File: config.mk
export PLATFORM = sky130hd
export DESIGN_NAME = irq_timer_controller
export DESIGN_NICKNAME = d
export VERILOG_FILES = /design/src/rtl/irq_timer_controller.sv
export SDC_FILE = /design/constraint.sdc
export NUM_CORES = 1
export LEC_CHECK = 0
export BUFFER_PORTS_ARGS = -buffer_cell sky130_fd_sc_hd__buf_2
export CAP_MARGIN = 20
export CELL_PAD_IN_SITES_DETAIL_PLACEMENT = 1
export CELL_PAD_IN_SITES_GLOBAL_PLACEMENT = 1
export CORE_UTILIZATION = 47
export CTS_CLUSTER_DIAMETER = 50
export CTS_CLUSTER_SIZE = 25
export DETAILED_ROUTE_END_ITERATION = 6
export PLACE_DENSITY_LB_ADDON = 0.1
export SLEW_MARGIN = 30
export SYNTH_ARGS = -nofsm -noshare
export SYNTH_HDL_FRONTEND = slang
export SYNTH_SLANG_ARGS = --single-unit
export TNS_END_PERCENT = 100
File: constraint.sdc
create_clock -name CLK -period 3.2 [get_ports CLK]
set_input_delay 0.32 -clock CLK [delete_from_list [all_inputs] [get_ports CLK]]
set_output_delay 0.32 -clock CLK [all_outputs]
set_load 0.01 [all_outputs]
File: src/rtl/irq_timer_controller.sv
// Machine-level interrupt source: 64-bit mtime/mtimecmp timer, software IRQ bit and
// synchronised external IRQ (level or edge), with a small word-addressed register port.
module irq_timer_controller #(
   parameter int unsigned EXT_SYNC_STAGES = 2,
   parameter int unsigned PRESCALE        = 1
) (
   input  logic        CLK,
   input  logic        RESET_N,
   input  logic        IRQ_IN,
   input  logic [2:0]  REG_ADDR,
   input  logic [31:0] REG_WDATA,
   input  logic        REG_WE,
   input  logic        REG_RE,
   output logic [31:0] REG_RDATA,
   output logic        E_IRQ,
   output logic        T_IRQ,
   output logic        S_IRQ
);

   localparam int unsigned PS_W = $clog2(PRESCALE) + 1;
   localparam logic [PS_W-1:0] PS_MAX = PS_W'(PRESCALE - 1);

   typedef enum logic [2:0] {
      A_MTIME_LO    = 3'd0,
      A_MTIME_HI    = 3'd1,
      A_MTIMECMP_LO = 3'd2,
      A_MTIMECMP_HI = 3'd3,
      A_MSIP        = 3'd4,
      A_EXT_CTRL    = 3'd5
   } reg_addr_e;

   logic [63:0]                mtime_q, mtime_d;
   logic [63:0]                mtimecmp_q, mtimecmp_d;
   logic [PS_W-1:0]            ps_cnt_q, ps_cnt_d;
   logic                       msip_q, msip_d;
   logic                       ext_mode_q, ext_mode_d;
   logic                       ext_pending_q, ext_pending_d;
   logic [EXT_SYNC_STAGES-1:0] sync_q, sync_d;
   logic                       sync_dly_q, sync_dly_d;
   logic                       e_irq_q, e_irq_d;
   logic                       t_irq_q, t_irq_d;
   logic                       s_irq_q, s_irq_d;
   logic [31:0]                rdata_q, rdata_d;
   logic                       tick;
   logic                       sync;

   assign sync = sync_q[EXT_SYNC_STAGES-1];
   assign tick = (ps_cnt_q == PS_MAX);

   always_comb begin
      // NOTE: every signal written here gets a default first so no path can infer a latch.
      ps_cnt_d      = tick ? '0 : ps_cnt_q + PS_W'(1);
      mtime_d       = tick ? mtime_q + 64'd1 : mtime_q;
      mtimecmp_d    = mtimecmp_q;
      msip_d        = msip_q;
      ext_mode_d    = ext_mode_q;
      ext_pending_d = ext_pending_q;
      sync_d        = {sync_q[EXT_SYNC_STAGES-2:0], IRQ_IN};
      sync_dly_d    = sync;
      rdata_d       = rdata_q;

      // A write to either mtime half suppresses that cycle's increment entirely.
      if (REG_WE) begin
         case (REG_ADDR)
            A_MTIME_LO:    mtime_d    = {mtime_q[63:32], REG_WDATA};
            A_MTIME_HI:    mtime_d    = {REG_WDATA, mtime_q[31:0]};
            A_MTIMECMP_LO: mtimecmp_d = {mtimecmp_q[63:32], REG_WDATA};
            A_MTIMECMP_HI: mtimecmp_d = {REG_WDATA, mtimecmp_q[31:0]};
            A_MSIP:        msip_d     = REG_WDATA[0];
            A_EXT_CTRL: begin
               ext_mode_d = REG_WDATA[0];
               if (REG_WDATA[1]) ext_pending_d = 1'b0;
            end
            default: ;
         endcase
      end

      // Edge detection overrides a same-cycle W1C so no edge is ever lost.
      if (ext_mode_q && sync && !sync_dly_q) ext_pending_d = 1'b1;

      if (REG_RE) begin
         case (REG_ADDR)
            A_MTIME_LO:    rdata_d = mtime_q[31:0];
            A_MTIME_HI:    rdata_d = mtime_q[63:32];
            A_MTIMECMP_LO: rdata_d = mtimecmp_q[31:0];
            A_MTIMECMP_HI: rdata_d = mtimecmp_q[63:32];
            A_MSIP:        rdata_d = {31'd0, msip_q};
            A_EXT_CTRL:    rdata_d = {30'd0, ext_pending_q, ext_mode_q};
            default:       rdata_d = '0;
         endcase
      end

      e_irq_d = ext_mode_q ? ext_pending_q : sync;
      t_irq_d = (mtime_q >= mtimecmp_q);
      s_irq_d = msip_q;
   end

   // NOTE: state updates use non-blocking assignments so every flop samples pre-edge values.
   always_ff @(posedge CLK or negedge RESET_N) begin
      if (!RESET_N) begin
         mtime_q       <= '0;
         mtimecmp_q    <= '1;
         ps_cnt_q      <= '0;
         msip_q        <= 1'b0;
         ext_mode_q    <= 1'b0;
         ext_pending_q <= 1'b0;
         sync_q        <= '0;
         sync_dly_q    <= 1'b0;
         e_irq_q       <= 1'b0;
         t_irq_q       <= 1'b0;
         s_irq_q       <= 1'b0;
         rdata_q       <= '0;
      end else begin
         mtime_q       <= mtime_d;
         mtimecmp_q    <= mtimecmp_d;
         ps_cnt_q      <= ps_cnt_d;
         msip_q        <= msip_d;
         ext_mode_q    <= ext_mode_d;
         ext_pending_q <= ext_pending_d;
         sync_q        <= sync_d;
         sync_dly_q    <= sync_dly_d;
         e_irq_q       <= e_irq_d;
         t_irq_q       <= t_irq_d;
         s_irq_q       <= s_irq_d;
         rdata_q       <= rdata_d;
      end
   end

   assign REG_RDATA = rdata_q;
   assign E_IRQ     = e_irq_q;
   assign T_IRQ     = t_irq_q;
   assign S_IRQ     = s_irq_q;

endmodule

==> run summary, run 1 <==
Fillers: 2,444
Cell Area, Synth: 10,200 um^2
Htree depth: 4
Peak VDD IR: 0.000323 V
Die height: 149 um
Cts bufs inserted: 17
Worst rel slew slack: 0.474
Layout cells sized above 1: 0.203
Fin Setup TNS: 0 ns
Routed vias: 9,271
Post-synth EDFFs: 0
Setup bufs post-CTS: 0
Number of global-route vias before repair: 9,431
Initial antenna violation count: 3
Area leader, netlist: dfrtp_1
TritonCTS clock tree: yes
First-pass GRT wire length: 54.4 mm
Number of nets in the layout: 1,282
Endpoints failing setup: 0
WL/cell: 22.9 um
Area delta synth->final: 12.2%
Starting Density: 0.481
Gr usage total: 0.319
Critical path class: flip-flop to flip-flop
Clock-pin slew on the worst setup and hold paths: 0.08 ns
Crit end category: flip-flop
PnR worst setup slack: 0.492 ns
Overall die width: 149 um
Crit path max fanout: 7
HPWL Detailed: 23.3 mm
CTS Buffer Depth: 2
Top cells by count, synth: nand2_1 (123), inv_1 (112), dfrtp_1 (105)
Max-slew violations: 0
Largest net degree at the start of global routing: 76
Largest cells by area after synthesis: dfrtp_1 (26%), dfstp_2 (17%), ha_1 (8.0%), o21ai_0 (4.6%), nand2_1 (4.5%)
Leading cell type by number of instances after synthesis: nand2_1
GP Congestion: 0.918
Type of the tightest min-delay check: primary input to flip-flop
Initial drt markers: 617
Power Density: 647 nW/um^2
Tightest Pin Transition: 0.783 ns
Top FF cell, synth: dfrtp_1
Post-synthesis sequential area ratio: 0.423
Total power: 7.40 mW
Vias per Instance: 6.32
Grt total ovfl: 0
Drt pass-1 iters: 5
Row count: 53
Post-layout minimum cycle time: 2.71 ns
YS warnings: 0
Placed cell area: 10,900 um^2
Worst EP required: 3.50 ns
Max_cap viols: 0
Root Driver: clkbuf_16
Final clock skew: 0.0156 ns
Status: completed
Die Area: 22,300 um^2
Clock latency on the worst-skew pair: 0.44 ns
CP Launch Type: flip-flop
# port buffers: 74
Syn Inst Count: 1,127
Peak Freq: 0.369 GHz
Area share of the largest cell type after synthesis: 0.258
Fin crit share: 0.846
Syn Nets: 1,232
Netlist cell types: 60
Post-DRT Antenna Nets: 0
Data arrival time of the worst path: 3.01 ns
Seq cells post-synth: 169
Fraction of registers with async set or reset after synthesis: 1.00
Final Hold Viols: 0
Final wirelength: 33.5 mm
RSZ-0062 raised after global routing: false
Pre-CTS WS: 0.546 ns
Mapped Avg Cell Area: 9.04 um^2
Pleak: 4.90 nW
# DRC: 0
Clk sink count: 169
CORE AREA: 21,200 um^2
Post-route cell area: 11,400 um^2
# IOs: 75
per-stage QoR:
stage / hold slack (ns) / utilization / instances
6_report: 0.124 / 0.540 / 1466
3_3_place_gp: 0.339 / 0.514 / 1431
5_1_grt: 0.137 / 0.540 / 1465
3_5_place_dp: 0.350 / 0.514 / 1431
2_1_floorplan: 0.0244 / - / 1127
4_1_cts: 0.114 / 0.540 / 1465
worst max-delay path, stage by stage, from the launching register on:
cell	delay (ns)
dfrtp_1	0.45
nand3_1	0.26
or4_4	0.59
or4_4	0.58
or4_1	0.42
a21oi_1	0.16
o211ai_1	0.10
per-layer routing:
metal | vias to the layer above | global-route usage | wire (um) | share of wire
li1 | 4265 | - | - | -
met1 | 4664 | 0.454 | 15500 | 0.46
met2 | 289 | 0.495 | 15500 | 0.46
met3 | 49 | 0.0566 | 1990 | 0.059
met4 | 4 | 0.0918 | 590 | 0.018
met5 | - | 0 | 27 | 0.00080
layout by cell type, fill, tap and decap left out, types with 37 or more instances in the layout:
cell type	instances
a21oi_1	59
o21ai_0	93
nor2_1	40
o22ai_1	37
nand2_1	123
inv_1	112
nand3_1	38
dfstp_2	64
ha_1	65
mux2_2	37
dfrtp_1	105
buf_2	73
sequential cells by signal, summed over array words and instances (netlist names):
register,count
mtime_q,64
REG_RDATA,32
msip_q,1
sync_q,2
E_IRQ,1
sync_dly_q,1
T_IRQ,1
mtimecmp_q,64
ext_mode_q,1
ext_pending_q,1
S_IRQ,1
path summary, 6_finish.rpt:
check | startpoint | to | slack, ns | cells past startpoint
hold / removal | REG_WDATA[1] | mtimecmp_q[1] | 0.12 | 3
min in group asynchronous | RESET_N | ext_mode_q | 0.43 | 2
setup / recovery | mtime_q[0] | mtime_q[59] | 0.49 | 6
max in group asynchronous | RESET_N | mtimecmp_q[54] | 1.84 | 3
hold reg to reg | sync_q[0] | sync_q[1] | 0.37 | 0
setup reg to reg | mtime_q[0] | mtime_q[59] | 0.49 | 6
power by group:
part           switching, mW  leakage, nW  internal [mW]
combinational           1.21         2.69          0.904
clock                  0.960        0.248           1.00
sequential             0.599         1.96           2.73
total                   2.77         4.90           4.63
cell type report:
class	count	area, um^2	area share
Inverter	112	420	0.0368
Antenna cell	1	2.50	0.000219
Clock buffer	20	437	0.0382
Timing Repair Buffer	102	617	0.0540
Multi-Input combinational cell	775	5210	0.456
Sequential cell	169	4310	0.377
Clock inverter	12	92.6	0.00810
Tap cell	275	344	0.0301
kinds of logic (layout without fill, tap and decap cells):
| logic type | count (synthesis) | after routing | synth area share |
|---|---|---|---|
| flops | 169 | 169 | 0.423 |
| other cells | 0 | 1 | 0 |
| mux | 39 | 39 | 0.0429 |
| xor+xnor | 2 | 2 | 0.00172 |
| simple gates | 325 | 325 | 0.159 |
| compound gates | 344 | 344 | 0.226 |
| buf+inv | 183 | 246 | 0.0677 |
| fa+ha+maj | 65 | 65 | 0.0799 |
what timing repair did:
action / in CTS / in global routing
resized for setup: 0 / 0
endpoints found under the hold margin: 47 / 0
endpoints found under the setup margin: 0 / 0
hold buffers: 2 / 0
Note: power is estimated with default switching activity, not from simulation.
==> inputs of run 2 (changes only) <==
clock period = 2.58 ns   (was 3.2 ns; I/O delays follow)
==> run summary, run 2 (synthesis results as in run 1) <==
Crit end category: flip-flop
Max_cap viols: 0
CTS Buffer Depth: 2
Status: completed
CP Launch Type: flip-flop
Post-DRT Antenna Nets: 0
Root Driver: clkbuf_16
WL/cell: 22.9 um
Endpoints failing setup: 0
Final clock skew: 0.0130 ns
# DRC: 0
Overall die width: 149 um
Die Area: 22,300 um^2
Cts bufs inserted: 17
# port buffers: 74
Pleak: 5.16 nW
Routed vias: 9,590
Starting Density: 0.481
Critical path class: flip-flop to flip-flop
Number of nets in the layout: 1,333
Fin crit share: 0.956
Vias per Instance: 6.33
Final Hold Viols: 0
Core Util, Final: 0.560
Grt total ovfl: 0
First-pass GRT wire length: 55.5 mm
Layout cells sized above 1: 0.238
Area delta synth->final: 16.3%
GP Congestion: 1.01
Die height: 149 um
Tightest Pin Transition: 0.764 ns
Final wirelength: 34.7 mm
Type of the tightest min-delay check: primary input to flip-flop
Post-layout minimum cycle time: 2.47 ns
Largest net degree at the start of global routing: 66
Commonest non-fill, non-tap cell in the layout: nand2_1
Gr usage total: 0.326
R2R cell count: 6
Peak Freq: 0.405 GHz
Clk sink count: 169
TritonCTS clock tree: yes
Fin Setup TNS: 0 ns
Fillers: 2,497
Htree depth: 4
Worst Hold Path Cells: 3
# IOs: 75
N_diodes: 0
Most frequent cells in the layout: nand2_1 (123), inv_1 (112), dfrtp_1 (105)
Clock latency on the worst-skew pair: 0.44 ns
Row count: 53
Max-slew violations: 0
Peak VDD IR: 0.000452 V
Number of global-route vias before repair: 9,931
Initial drt markers: 673
Worst EP required: 2.89 ns
HPWL Detailed: 25.3 mm
CORE AREA: 21,200 um^2
Initial antenna violation count: 0
Worst rel slew slack: 0.485
Crit path max fanout: 5
Power Density: 801 nW/um^2
Drt pass-1 iters: 5
Data arrival time of the worst path: 2.77 ns
Clock-pin slew on the worst setup and hold paths: 0.07 ns
-- run 2: through the flow --
stage | worst slack (ns) | area (um^2) | hold slack, ns | cells | power [mW]
finish | 0.113 | 11800 | 0.0755 | 1516 | 9.49
global route | -0.0144 | 11800 | 0.0846 | 1516 | 10.1
detailed placement | 0.0739 | 11300 | 0.298 | 1481 | 6.96
floorplan | 0.110 | 10200 | -0.0376 | 1127 | 5.67
global placement | 0.117 | 11300 | 0.294 | 1481 | 6.82
CTS | 0.0570 | 11800 | 0.0640 | 1515 | 9.50
-- run 2: repair_timing --
item                       4_1_cts  5_1_grt
hold endpoints to repair        30        0
setup endpoints to repair        0        6
setup buffers                    0        1
hold buffers                     2        0
resized for setup                0        3
-- run 2: metal layers --
layer  vias to the layer above  GRT usage  part of all wire
met5                         -          0                 0
met4                         0      0.119             0.024
met3                        67     0.0373             0.053
met2                       307      0.517              0.46
met1                      4843      0.459              0.46
li1                       4373          -                 -
-- run 2: path summary, 6_finish.rpt --
check                           slack (ns)          start             end
worst max-delay path                  0.11     mtime_q[5]     mtime_q[59]
worst min-delay path                  0.08  REG_WDATA[21]  mtimecmp_q[21]
worst max register to register        0.11     mtime_q[5]     mtime_q[59]
worst min register to register        0.36      sync_q[0]       sync_q[1]
max in group asynchronous             1.36        RESET_N   mtimecmp_q[5]
min in group asynchronous             0.38        RESET_N       sync_q[0]
-- run 2: report_power, final --
group	switching (mW)	internal, mW
clock network	1.16	1.34
registers	0.608	3.38
logic	1.71	1.28
-- run 2: critical path, cell delays in order (launching register included) --
cell	delay (ns)
dfrtp_1	0.42
nand3_1	0.19
or4_4	0.50
or4_4	0.56
or4_1	0.41
a21oi_1	0.16
o211ai_1	0.09
-- run 2: layout make-up --
type                       count  area (um^2)  share of cell area
multi-input combinational    775         5220               0.441
inverter                     112          420              0.0355
tap                          275          344              0.0290
timing repair buffer         153         1000              0.0844
clock buffer                  20          437              0.0369
clock inverter                12          116             0.00982
sequential                   169         4310               0.364
==> inputs of run 3 (changes only) <==
CORE_ASPECT_RATIO = 2   (was not set)
==> run summary, run 3 (synthesis results as in run 1) <==
Status: completed
# DRC: 0
Core Util, Final: 0.568
Number of nets in the layout: 1,339
Area delta synth->final: 17.8%
Clock latency on the worst-skew pair: 0.47 ns
R2R Setup Slk: 0.15 ns
Post-layout minimum cycle time: 2.43 ns
Final wirelength: 36.7 mm
Max-slew violations: 0
# port buffers: 74
WL met3: 1.08 mm
Post-DRT Antenna Nets: 0
Final clock skew: 0.0160 ns
CP Launch Type: flip-flop
Gr usage total: 0.348
N_diodes: 0
Data arrival time of the worst path: 2.78 ns
Cts bufs inserted: 17
Worst R2R Start: mtime_q[2]
Placed cell area: 11,300 um^2
Row count: 75
Grt total ovfl: 0
Final std cells w/o fill: 1,516
Die Area: 22,300 um^2
Overall die width: 106 um
Initial drt markers: 467
Clock-pin slew on the worst setup and hold paths: 0.07 ns
Tightest Pin Transition: 0.791 ns
Cell total after placement: 1,482
Type of the tightest min-delay check: primary input to flip-flop
Critical path class: flip-flop to flip-flop
Worst Min Path Start: REG_WDATA[1]
Drt pass-1 iters: 5
Layout cells sized above 1: 0.243
Post-route cell area: 12,000 um^2
Power Density: 821 nW/um^2
Crit path max fanout: 5
Worst hold slack: 0.0280 ns
Hold path endpoint: mtimecmp_q[1]
Worst EP required: 2.93 ns
Htree depth: 4
Root Driver: clkbuf_16
Max_cap viols: 0
Die height: 210 um
Peak VDD IR: 0.000537 V
GP Congestion: 0.966
TritonCTS clock tree: yes
M1 WL: 13.0 mm
Most frequent cells in the layout: nand2_1 (123), inv_1 (112), dfrtp_1 (105)
Top routing layer in use: met4
Crit path from: mtime_q[2]
CTS Buffer Depth: 2
Initial antenna violation count: 0
Pleak: 5.26 nW
Vias per Instance: 6.35
Final Hold Viols: 0
Endpoints failing setup: 0
# IOs: 75
CORE AREA: 21,100 um^2
Clk sink count: 169
WL/cell: 24.2 um
R2R cell count: 6
Wire length on met2: 20.0 mm
Worst rel slew slack: 0.471
RR Endpoint: mtime_q[59]
Worst Hold Path Cells: 3
Fin crit share: 0.943
Starting Density: 0.482
Largest net degree at the start of global routing: 66
Peak Freq: 0.411 GHz
Commonest non-fill, non-tap cell in the layout: nand2_1
Routed vias: 9,623
Number of global-route vias before repair: 10,300
Setup bufs post-CTS: 0
Crit end category: flip-flop
First-pass GRT wire length: 58.0 mm
HPWL Detailed: 27.0 mm
-- run 3: changes by cell type in the layout (fill, tap and decap cells not counted), sizes merged --
cell / previous run / this run
buf: 151 / 157
bufinv: 1 / 2
clkbuf: 20 / 25
clkinv: 2 / 4
clkinvlp: 5 / 1
inv: 116 / 112
-- run 3: power breakdown --
part           switching [mW]  total, mW  internal [mW]
Clock                    1.10       2.67           1.57
Sequential              0.619       4.01           3.39
Combinational            1.81       3.17           1.36
Total                    3.53       9.85           6.32
-- run 3: per-layer routing --
metal  vias up  GRT usage
met1      4842      0.356
met3       134     0.0461
met2       277      0.640
met4         0      0.252
li1       4370          -
met5         -          0
-- run 3: final cells by class --
class                   instances  area [um^2]
fillers                      2506         9120
flip-flops and latches        169         4310
inverters                     112          420
clock inverters                 7         87.6
well taps                     269          337
clock buffers                  25          515
multi-input cells             775         5230
repair buffers                159         1090
-- run 3: repair_timing --
action                                  CTS  global route
endpoints found under the hold margin    44             0
endpoints found under the setup margin    0             7
hold buffers                              2             0
gates resized for setup                   0             6
-- run 3: worst max-delay path by stage --
stage                  end  slack, ns  cells past startpoint
4_1_cts        mtime_q[60]       0.11                      9
6_report       mtime_q[59]       0.15                      6
3_5_place_dp   mtime_q[62]       0.14                      7
5_1_grt        mtime_q[48]     -0.007                      7
2_1_floorplan  mtime_q[59]       0.11                      7
3_3_place_gp   mtime_q[62]       0.17                      7
-- run 3: worst max-delay path: stages (launching register included) --
cell	delay, ns
dfrtp_1	0.41
nand3_1	0.15
or4_4	0.52
or4_4	0.56
or4_1	0.41
a21oi_1	0.16
o211ai_1	0.10
-- run 3: per-stage QoR --
| stage | setup slack (ns) | power (mW) | TNS [ns] |
|---|---|---|---|
| floorplan | 0.110 | 5.67 | 0 |
| global placement | 0.171 | 6.96 | 0 |
| detailed placement | 0.136 | 7.13 | 0 |
| CTS | 0.107 | 9.88 | 0 |
| global route | -0.00706 | 10.4 | -0.0116 |
| finish | 0.148 | 9.85 | 0 |
